### config.mk
export PLATFORM = sky130hd
export DESIGN_NAME = if_id_stage
export DESIGN_NICKNAME = d
export VERILOG_FILES = /design/src/rtl/riscv_pkg.sv /design/src/rtl/imm_gen.sv /design/src/rtl/if_id_stage.sv
export SDC_FILE = /design/constraint.sdc
export NUM_CORES = 1
export LEC_CHECK = 0
export CORE_ASPECT_RATIO = 0.8
export CORE_MARGIN = 2
export CORE_UTILIZATION = 53
export CTS_BUF_LIST = sky130_fd_sc_hd__clkbuf_4
export DETAILED_ROUTE_END_ITERATION = 8
export PLACE_DENSITY_LB_ADDON = 0.3
export SLEW_MARGIN = 20
export SYNTH_ARGS = -nofsm -noshare
export SYNTH_HDL_FRONTEND = slang
export SYNTH_SLANG_ARGS = --single-unit
### constraint.sdc
create_clock -name clock -period 3.5 [get_ports clock]
set_input_delay 0.7 -clock clock [delete_from_list [all_inputs] [get_ports clock]]
set_output_delay 0.7 -clock clock [all_outputs]
set_load 0.005 [all_outputs]
### src/rtl/riscv_pkg.sv
// riscv_pkg: shared definitions for the fetch / IF-ID slice.
//   - RV32I major opcode constants used by immediate generation
//   - fetch FSM state type
//   - IF/ID register layout and its bubble (all-zero) value
package riscv_pkg;

  localparam logic [6:0] OP_IMM    = 7'b0010011;
  localparam logic [6:0] OP_LOAD   = 7'b0000011;
  localparam logic [6:0] OP_JALR   = 7'b1100111;
  localparam logic [6:0] OP_STORE  = 7'b0100011;
  localparam logic [6:0] OP_BRANCH = 7'b1100011;
  localparam logic [6:0] OP_LUI    = 7'b0110111;
  localparam logic [6:0] OP_AUIPC  = 7'b0010111;
  localparam logic [6:0] OP_JAL    = 7'b1101111;

  // S_REQ : request outstanding at PC
  // S_HOLD: word received while stalled, kept in the side buffer
  // S_DROP: one stale response still in flight, discard it
  typedef enum logic [1:0] {
    S_REQ  = 2'd0,
    S_HOLD = 2'd1,
    S_DROP = 2'd2
  } fetch_state_t;

  // The raw word is kept whole; the field outputs are plain slices of it.
  typedef struct packed {
    logic        instr_valid;
    logic [31:0] pc;
    logic [31:0] instr;
    logic [31:0] imm;
  } if_id_t;

  localparam if_id_t IF_ID_BUBBLE = '0;

endpackage

### src/rtl/imm_gen.sv
// imm_gen: combinational RV32I immediate extraction.
//   instr : 32-bit instruction word
//   imm   : sign-extended immediate selected by the opcode (I/S/B/U/J),
//           zero for formats without an immediate
module imm_gen
  import riscv_pkg::*;
(
  input  logic [31:0] instr,
  output logic [31:0] imm
);

  // NOTE: default first so every path through the case assigns imm (no latch).
  always_comb begin
    imm = '0;
    case (instr[6:0])
      OP_IMM, OP_LOAD, OP_JALR:
        imm = {{20{instr[31]}}, instr[31:20]};
      OP_STORE:
        imm = {{20{instr[31]}}, instr[31:25], instr[11:7]};
      OP_BRANCH:
        imm = {{19{instr[31]}}, instr[31], instr[7], instr[30:25], instr[11:8], 1'b0};
      OP_LUI, OP_AUIPC:
        imm = {instr[31:12], 12'b0};
      OP_JAL:
        imm = {{11{instr[31]}}, instr[31], instr[19:12], instr[20], instr[30:21], 1'b0};
      default:
        imm = '0;
    endcase
  end

endmodule

### src/rtl/if_id_stage.sv
// if_id_stage: PC, instruction fetch handshake and IF/ID pipeline register.
//   clock, reset       : single clock, synchronous active-high reset
//   stall              : freezes PC and the IF/ID register
//   redirect_valid/_pc : taken branch/jump from EX (overrides stall)
//   imem_req/_addr     : fetch request at the current PC
//   imem_valid/_rdata  : fetch response
//   instr_valid, pc_out, opcode, rd, f3, rs1, rs2, f7, immediate : IF/ID fields
// Configuration macro IF_EARLY_JAL_EN: a JAL loaded into IF/ID redirects the
// PC to pc_out+immediate on the following cycle without flushing IF/ID.
module if_id_stage
  import riscv_pkg::*;
#(
  parameter logic [31:0] RESET_PC = 32'h0000_0000,
  parameter logic [31:0] PC_STEP  = 32'd4
) (
  input  logic        clock,
  input  logic        reset,
  input  logic        stall,
  input  logic        redirect_valid,
  input  logic [31:0] redirect_pc,
  output logic        imem_req,
  output logic [31:0] imem_addr,
  input  logic        imem_valid,
  input  logic [31:0] imem_rdata,
  output logic        instr_valid,
  output logic [31:0] pc_out,
  output logic [6:0]  opcode,
  output logic [4:0]  rd,
  output logic [2:0]  f3,
  output logic [4:0]  rs1,
  output logic [4:0]  rs2,
  output logic [6:0]  f7,
  output logic [31:0] immediate
);

  fetch_state_t state, state_nxt;
  logic [31:0]  pc, pc_nxt;
  logic [31:0]  hold_word;
  if_id_t       if_id, if_id_nxt;
  logic         reset_q;   // distinguishes the first reset cycle
  logic         load;      // a word enters IF/ID this cycle
  logic         buffer;    // response captured into hold_word
  logic [31:0]  load_word;
  logic [31:0]  load_imm;

  // Redirect sources: redir moves the PC, flush also bubbles IF/ID.
  logic        redir;
  logic [31:0] redir_pc;
  logic        flush;

`ifdef IF_EARLY_JAL_EN
  logic early_jal_q;  // one-shot: a JAL was loaded into IF/ID last edge

  assign redir    = redirect_valid | early_jal_q;
  assign redir_pc = redirect_valid ? redirect_pc : (if_id.pc + if_id.imm);
`else
  assign redir    = redirect_valid;
  assign redir_pc = redirect_pc;
`endif
  assign flush = redirect_valid;

  imm_gen u_imm_gen (
    .instr (load_word),
    .imm   (load_imm)
  );

  always_comb begin
    state_nxt = state;
    pc_nxt    = pc;
    if_id_nxt = if_id;
    load      = 1'b0;
    buffer    = 1'b0;
    imem_req  = 1'b0;
    load_word = imem_rdata;

    case (state)
      S_REQ: begin
        imem_req = 1'b1;
        if (redir) begin
          // A response arriving now is the stale one; otherwise it is still
          // in flight and must be dropped when it shows up.
          state_nxt = imem_valid ? S_REQ : S_DROP;
        end else if (imem_valid) begin
          if (stall) begin
            buffer    = 1'b1;
            state_nxt = S_HOLD;
          end else begin
            load = 1'b1;
          end
        end
      end
      S_HOLD: begin
        load_word = hold_word;
        if (redir) begin
          state_nxt = S_REQ;   // buffered word discarded, nothing in flight
        end else if (!stall) begin
          load      = 1'b1;
          state_nxt = S_REQ;
        end
      end
      S_DROP: begin
        if (imem_valid) state_nxt = S_REQ;
      end
      default: state_nxt = S_REQ;
    endcase

    if (redir)     pc_nxt = redir_pc;
    else if (load) pc_nxt = pc + PC_STEP;

    if (flush)       if_id_nxt = IF_ID_BUBBLE;
    else if (load)   if_id_nxt = '{instr_valid: 1'b1, pc: pc, instr: load_word, imm: load_imm};
    else if (!stall) if_id_nxt = IF_ID_BUBBLE;
  end

  // NOTE: state registers use non-blocking assignments so every register
  // samples the pre-edge values, independent of statement order.
  always_ff @(posedge clock) begin
    if (reset) begin
      reset_q <= 1'b1;
      pc      <= RESET_PC;
      if_id   <= IF_ID_BUBBLE;
      // NOTE: the side buffer is cleared on reset so a discarded word can
      // never reappear after a restart.
      hold_word <= '0;
      // A request left unanswered when reset hits still has a response in
      // flight; drop it instead of treating it as the RESET_PC word.
      if (!reset_q && (state == S_REQ || state == S_DROP) && !imem_valid)
        state <= S_DROP;
      else
        state <= S_REQ;
    end else begin
      reset_q <= 1'b0;
      state   <= state_nxt;
      pc      <= pc_nxt;
      if_id   <= if_id_nxt;
      if (buffer) hold_word <= imem_rdata;
    end
  end

`ifdef IF_EARLY_JAL_EN
  always_ff @(posedge clock) begin
    if (reset) early_jal_q <= 1'b0;
    else       early_jal_q <= load && (load_word[6:0] == OP_JAL);
  end
`endif

  assign imem_addr   = pc;
  assign instr_valid = if_id.instr_valid;
  assign pc_out      = if_id.pc;
  assign opcode      = if_id.instr[6:0];
  assign rd          = if_id.instr[11:7];
  assign f3          = if_id.instr[14:12];
  assign rs1         = if_id.instr[19:15];
  assign rs2         = if_id.instr[24:20];
  assign f7          = if_id.instr[31:25];
  assign immediate   = if_id.imm;

endmodule

==> results of run 1 <==
==> flip-flops by register name (all words and copies together), names as in the netlist <==
register     flops
hold_word       32
imem_addr       32
immediate       32
pc_out          32
f7               7
opcode           7
rd               5
rs1              5
rs2              5
f3               3
state            2
instr_valid      1
reset_q          1
==> stage by stage <==
| step | setup slack, ns | instances | hold slack, ns | area, sq um | util (%) |
|---|---|---|---|---|---|
| global placement | 0.6066 | 1135 | 0.4401 | 8944 | 70.00 |
| finish | 0.5750 | 1167 | 0.4630 | 9203 | 72.02 |
| CTS | 0.5994 | 1167 | 0.4638 | 9203 | 72.02 |
| floorplan | 1.390 | 808 | 0.4357 | 6882 | - |
| global route | 0.1909 | 1167 | 0.4772 | 9203 | 72.02 |
| detailed placement | 0.5551 | 1135 | 0.4464 | 8944 | 70.00 |
==> routing by layer <==
metal / track usage [%] / up-vias
met2: 42.11 / 222
li1: - / 3144
met5: 0 / -
met1: 38.85 / 3056
met3: 7.058 / 37
met4: 8.773 / 0
==> power by group <==
part	total, mW	switching (mW)	internal [mW]
registers	1.98	0.0532	1.92
logic	0.574	0.307	0.267
clock network	1.06	0.638	0.425
total	3.61	0.999	2.61
==> cell usage in the layout, fill, tap and decap left out, types with 7 or more instances in the layout <==
cell type and count:
a21oi_1 72, a22o_1 13, a22oi_1 34, a31oi_1 15, buf_4 13, clkbuf_4 19
clkdlybuf4s50_1 196, dfxtp_1 162, mux2i_1 50, nand2_1 111, nand3_1 14, nand4_1 10
nor2_1 137, o21ai_0 21, o22ai_1 7, or2_0 10, xnor2_1 23
==> worst max-delay path: stages, from the launching register on <==
cell and delay [ns]:
edfxtp_1 0.38, buf_4 0.19, nand2b_2 0.47, mux2_4 0.46, nor4_2 0.50, nand2_1 0.34
or2_2 0.36, a31oi_1 0.15
==> cells by family after synthesis <==
| kind of cell | share of synthesized area [%] |
|---|---|
| xor+xnor | 3.691 |
| fa+ha+maj | 0.1818 |
| simple gates | 20.58 |
| buf+inv | 3.945 |
| compound gates | 15.73 |
| mux | 7.873 |
| flops | 48.00 |
==> final cells by class <==
type	instances	share of cell area (%)
multi-input combinational	579	36.00
sequential	164	35.89
timing repair buffer	212	22.71
tap	175	2.379
clock buffer	19	1.550
clock inverter	13	1.264
inverter	5	0.2039
==> path summary, 6_finish.rpt <==
kind | startpoint | to | cells past startpoint
setup / recovery | state[1] | immediate[20] | 7
setup reg to reg | state[1] | immediate[20] | 7
hold / removal | hold_word[28] | hold_word[28] | 2
hold reg to reg | hold_word[28] | hold_word[28] | 2
==> run summary, run 1 <==
status: finished clean
worst path required time: 3.98 ns
initial cell density of the core: 53.86%
Inserted Diodes: 0
clk_lat worst skew: 0.56 ns
Avg Cell Area, Syn: 8.517 sq um
Global Route Usage Sum: 27.69%
unrepaired setup endpoints after global routing: no
max-cap violations: 0
postcts setup bufs: 0
DP HPWL: 13.40 mm
Yosys cell types: 51
Max-slew headroom: 48.30%
Worst EP arrival: 3.41 ns
most numerous cell in the Yosys netlist: dfxtp_1
Via density: 5.535
Post-Syn Nets: 878
Top Layer Used: met4
CTS Buf Count: 17
Leak: 3.379 nW
row count: 37
WL final: 19.38 mm
synthesized cell area: 6882 sq um
Post-synth ARST share: 0%
Primary FF master, synth: dfxtp_1
area delta synth->final: 33.73%
die width: 131.4 um
post-synthesis cell count: 808
Final Hold Fails: 0
layout cells sized above 1: 5.444%
total power: 3.613 mW
Area contributors post-synth: dfxtp_1 (47%), nor2_1 (7.5%), mux2i_1 (7.3%)
number of global-route vias before repair: 5937
Worst-Margin Slew: 0.7756 ns
CTS max path bufs: 2
IO Count: 199
PortBufs: 198
M1 WL: 9.075 mm
Setup CP Type: reg -> reg
HP Class: reg -> reg
met2 WL: 8.601 mm
top cell type's share of synthesized area: 47.13%
drt pass-1 iters: 4
Post-synth EDFFs: 2
Power Density: 392.6 nW/um^2
clock tree from TritonCTS: built
Peak VDD IR: 0.2815 mV
Fill cells: 1022
Post-DRT Antenna Nets: 0
clock root buffer master: clkbuf_4
Worst Skew: 0.02052 ns
GP Congestion: 0.9287
Synth top cells by count: dfxtp_1 (162), nor2_1 (137), nand2_1 (111)
post-DR wirelength/cell: 16.61 um
sequential fraction of the synthesis area: 48.00%
first-pass GRT wire length: 30.71 mm
initial drt markers: 385
# setup viols final: 0
Placeable Area: 12780 sq um
footprint of the multi-input gates: 3313 sq um
flops & latches, synth: 164
DRC Markers: 0
post-CTS sizing: 0
Clock Sinks: 164
fmax: 341.9 MHz
largest area contributor in the netlist: dfxtp_1
Die ar.: 13920 sq um
initial antenna violation count: 0
setup TNS: 0 ns
DIE HEIGHT: 105.9 um
minimum clock period: 2.925 ns
Critical Path Sink Type: flop
R2R setup slack: 0.57 ns
cts hold-fix bufs: 0
maximum level of the CTS H-tree: 4
largest net degree at the start of global routing: 71
final net count: 1049
synth warn: 0
startpoint types: flop
Reg clk slew, reported paths: 0.13 ns
CP max FO: 21
total grt overflow: 0
register area: 3303 sq um
Final Max Tran Viols: 0
period utilization: 83.57%
WL met3: 1.322 mm
vias: 6459
(Power assumes the default switching activity.)
==> run 2: changes to the inputs <==
--- a/config.mk
+++ b/config.mk
@@ -7,7 +7,7 @@
 export LEC_CHECK = 0
 export CORE_ASPECT_RATIO = 0.8
 export CORE_MARGIN = 2
-export CORE_UTILIZATION = 53
+export CORE_UTILIZATION = 44
 export CTS_BUF_LIST = sky130_fd_sc_hd__clkbuf_4
 export DETAILED_ROUTE_END_ITERATION = 8
 export PLACE_DENSITY_LB_ADDON = 0.3
==> constraint.sdc (replaced) <==
create_clock -name clock -period 2.4 [get_ports clock]
set_input_delay 0.48 -clock clock [delete_from_list [all_inputs] [get_ports clock]]
set_output_delay 0.48 -clock clock [all_outputs]
set_load 0.005 [all_outputs]
==> run summary, run 2 (synthesis gave the netlist of run 1 again) <==
area delta synth->final: 38.93% (was 33.73%)
IO Count: 199 (unchanged)
layout cells sized above 1: 9.144% (was 5.444%)
buffer and inverter count on the worst path: 2 (was 1)
Cell Chain, Critical Path: nand2b_2, a31oi_1, buf_4, a21oi_1, o21a_1, buf_4, nand2_1, a31oi_1 (was buf_4, nand2b_2, mux2_4, nor4_2, nand2_1, or2_2, a31oi_1)
DRC Markers: 0 (unchanged)
CP max FO: 11 (was 21)
maximum level of the CTS H-tree: 4 (unchanged)
footprint of the multi-input gates: 3326 sq um (was 3313 sq um)
drt pass-1 iters: 5 (was 4)
most frequent cells in the layout: clkdlybuf4s50_1 (195), dfxtp_1 (162), nor2_1 (137) (was clkdlybuf4s50_1 (196), dfxtp_1 (162), nor2_1 (137))
DIE HEIGHT: 115.9 um (was 105.9 um)
Setup CP Type: reg -> reg (unchanged)
Worst Skew: 0.01957 ns (was 0.02052 ns)
final cell count without fillers: 1238 (was 1167)
dpl cells: 1207 (was 1135)
GP Congestion: 0.8499 (was 0.9287)
WL final: 20.45 mm (was 19.38 mm)
die width: 143.8 um (was 131.4 um)
Clock Sinks: 164 (unchanged)
Power Density: 550.2 nW/um^2 (was 392.6 nW/um^2)
commonest non-fill, non-tap cell in the layout: clkdlybuf4s50_1 (unchanged)
Peak VDD IR: 0.4406 mV (was 0.2815 mV)
max-cap violations: 0 (unchanged)
clk_lat worst skew: 0.54 ns (was 0.56 ns)
number of global-route vias before repair: 6079 (was 5937)
CTS Buf Count: 17 (unchanged)
minimum clock period: 2.284 ns (was 2.925 ns)
# setup viols final: 0 (unchanged)
total grt overflow: 0 (unchanged)
worst path required time: 2.81 ns (was 3.98 ns)
clock root buffer master: clkbuf_4 (unchanged)
Reg clk slew, reported paths: 0.14 ns (was 0.13 ns)
Global Route Usage Sum: 24.68% (was 27.69%)
critical path's top delay family: compound AO/OA/AOI/OAI gates (was simple AND/OR/NAND/NOR gates)
Final Hold Fails: 0 (unchanged)
period utilization: 95.19% (was 83.57%)
fmax: 437.7 MHz (was 341.9 MHz)
first-pass GRT wire length: 31.96 mm (was 30.71 mm)
Post-DRT Antenna Nets: 0 (unchanged)
initial cell density of the core: 45.38% (was 53.86%)
largest net degree at the start of global routing: 59 (was 71)
Worst EP arrival: 2.69 ns (was 3.41 ns)
vias: 6451 (was 6459)
startpoint types: flop (unchanged)
Die ar.: 16660 sq um (was 13920 sq um)
initial drt markers: 401 (was 385)
initial antenna violation count: 0 (unchanged)
Max-slew headroom: 62.99% (was 48.30%)
PortBufs: 198 (unchanged)
post-DR wirelength/cell: 16.52 um (was 16.61 um)
slowest CP cell: a31oi_1 (was nor4_2)
Worst-Margin Slew: 0.5398 ns (was 0.7756 ns)
Critical Path Sink Type: flop (unchanged)
Via density: 5.211 (was 5.535)
DP Worst Slack: -0.2483 ns (was 0.5551 ns)
register area: 3303 sq um (unchanged)
Inserted Diodes: 0 (unchanged)
Fill cells: 1329 (was 1022)
clock tree from TritonCTS: built (unchanged)
unrepaired setup endpoints after global routing: no (unchanged)
Area after DPL: 9305 sq um (was 8944 sq um)
final net count: 1086 (was 1049)
status: finished clean (unchanged)
Final Max Tran Viols: 0 (unchanged)
delay of the slowest cell on the worst path: 0.43 ns (was 0.50 ns)
setup TNS: 0 ns (unchanged)
row count: 40 (was 37)
WHS: 0.3215 ns (was 0.4630 ns)
Placeable Area: 15160 sq um (was 12780 sq um)
Final WS setup: 0.1155 ns (was 0.5750 ns)
HP Class: in -> reg (was reg -> reg)
fin area: 9560 sq um (was 9203 sq um)
DP HPWL: 14.67 mm (was 13.40 mm)
cts hold-fix bufs: 0 (unchanged)
Leak: 3.547 nW (was 3.379 nW)
CTS max path bufs: 2 (unchanged)
==> run 2: changes by cell type in the layout (fill, tap and decap cells not counted), moves of 2 or more <==
cell / previous run / this run
buf_12: 1 / 4
buf_4: 13 / 47
clkbuf_4: 19 / 17
clkinv_1: 5 / 3
inv_6: 0 / 2
o21ai_0: 21 / 19
==> run 2: final cells by class <==
type,instances,share of cell area [%]
clock buffers,17,1.335
inverters,5,0.1963
well taps,210,2.748
repair buffers,249,25.21
flip-flops and latches,164,34.55
multi-input cells,579,34.79
clock inverters,14,1.178
==> run 2: power by group <==
group	internal [mW]	switching, mW
clock	0.501	0.958
sequential	2.80	0.0669
combinational	0.447	0.483
total	3.75	1.51
==> run 2: metrics by stage <==
stage	total power, mW	util (%)
finish	5.260	63.04
global route	5.522	63.04
CTS	5.301	62.94
detailed placement	3.851	61.36
global placement	3.839	61.36
floorplan	3.407	-
==> run 2: repair_timing <==
item | CTS | global route
buffers inserted | 0 | 0
resized for setup | 2 | 5
endpoints found under the setup margin | 3 | 30
==> run 2: routing by layer <==
layer / vias up / track usage, % / part of all wire (%) / wire length [um]
met1: 3041 / 35.52 / 48 / 9910
met4: 0 / 4.771 / 0.70 / 144
met3: 13 / 7.893 / 7.5 / 1529
li1: 3209 / - / - / -
met2: 188 / 36.57 / 43 / 8868
met5: - / 0 / 0 / 0
==> run 2: worst reg2reg max path, delay by kind of cell (launching register included) <==
family	cells	cell delay [ns]
AO/OA/AOI/OAI	4	0.83
buffers and inverters	2	0.33
flip-flops	1	0.39
AND/OR/NAND/NOR	2	0.62
==> run 2: path summary, 6_finish.rpt <==
check / start / end / slack [ns] / depth (start not counted)
setup / recovery: state[1] / immediate[30] / 0.12 / 8
hold / removal: reset / imem_addr[22] / 0.32 / 2
setup reg to reg: state[1] / immediate[30] / 0.12 / 8
hold reg to reg: hold_word[9] / hold_word[9] / 0.46 / 2
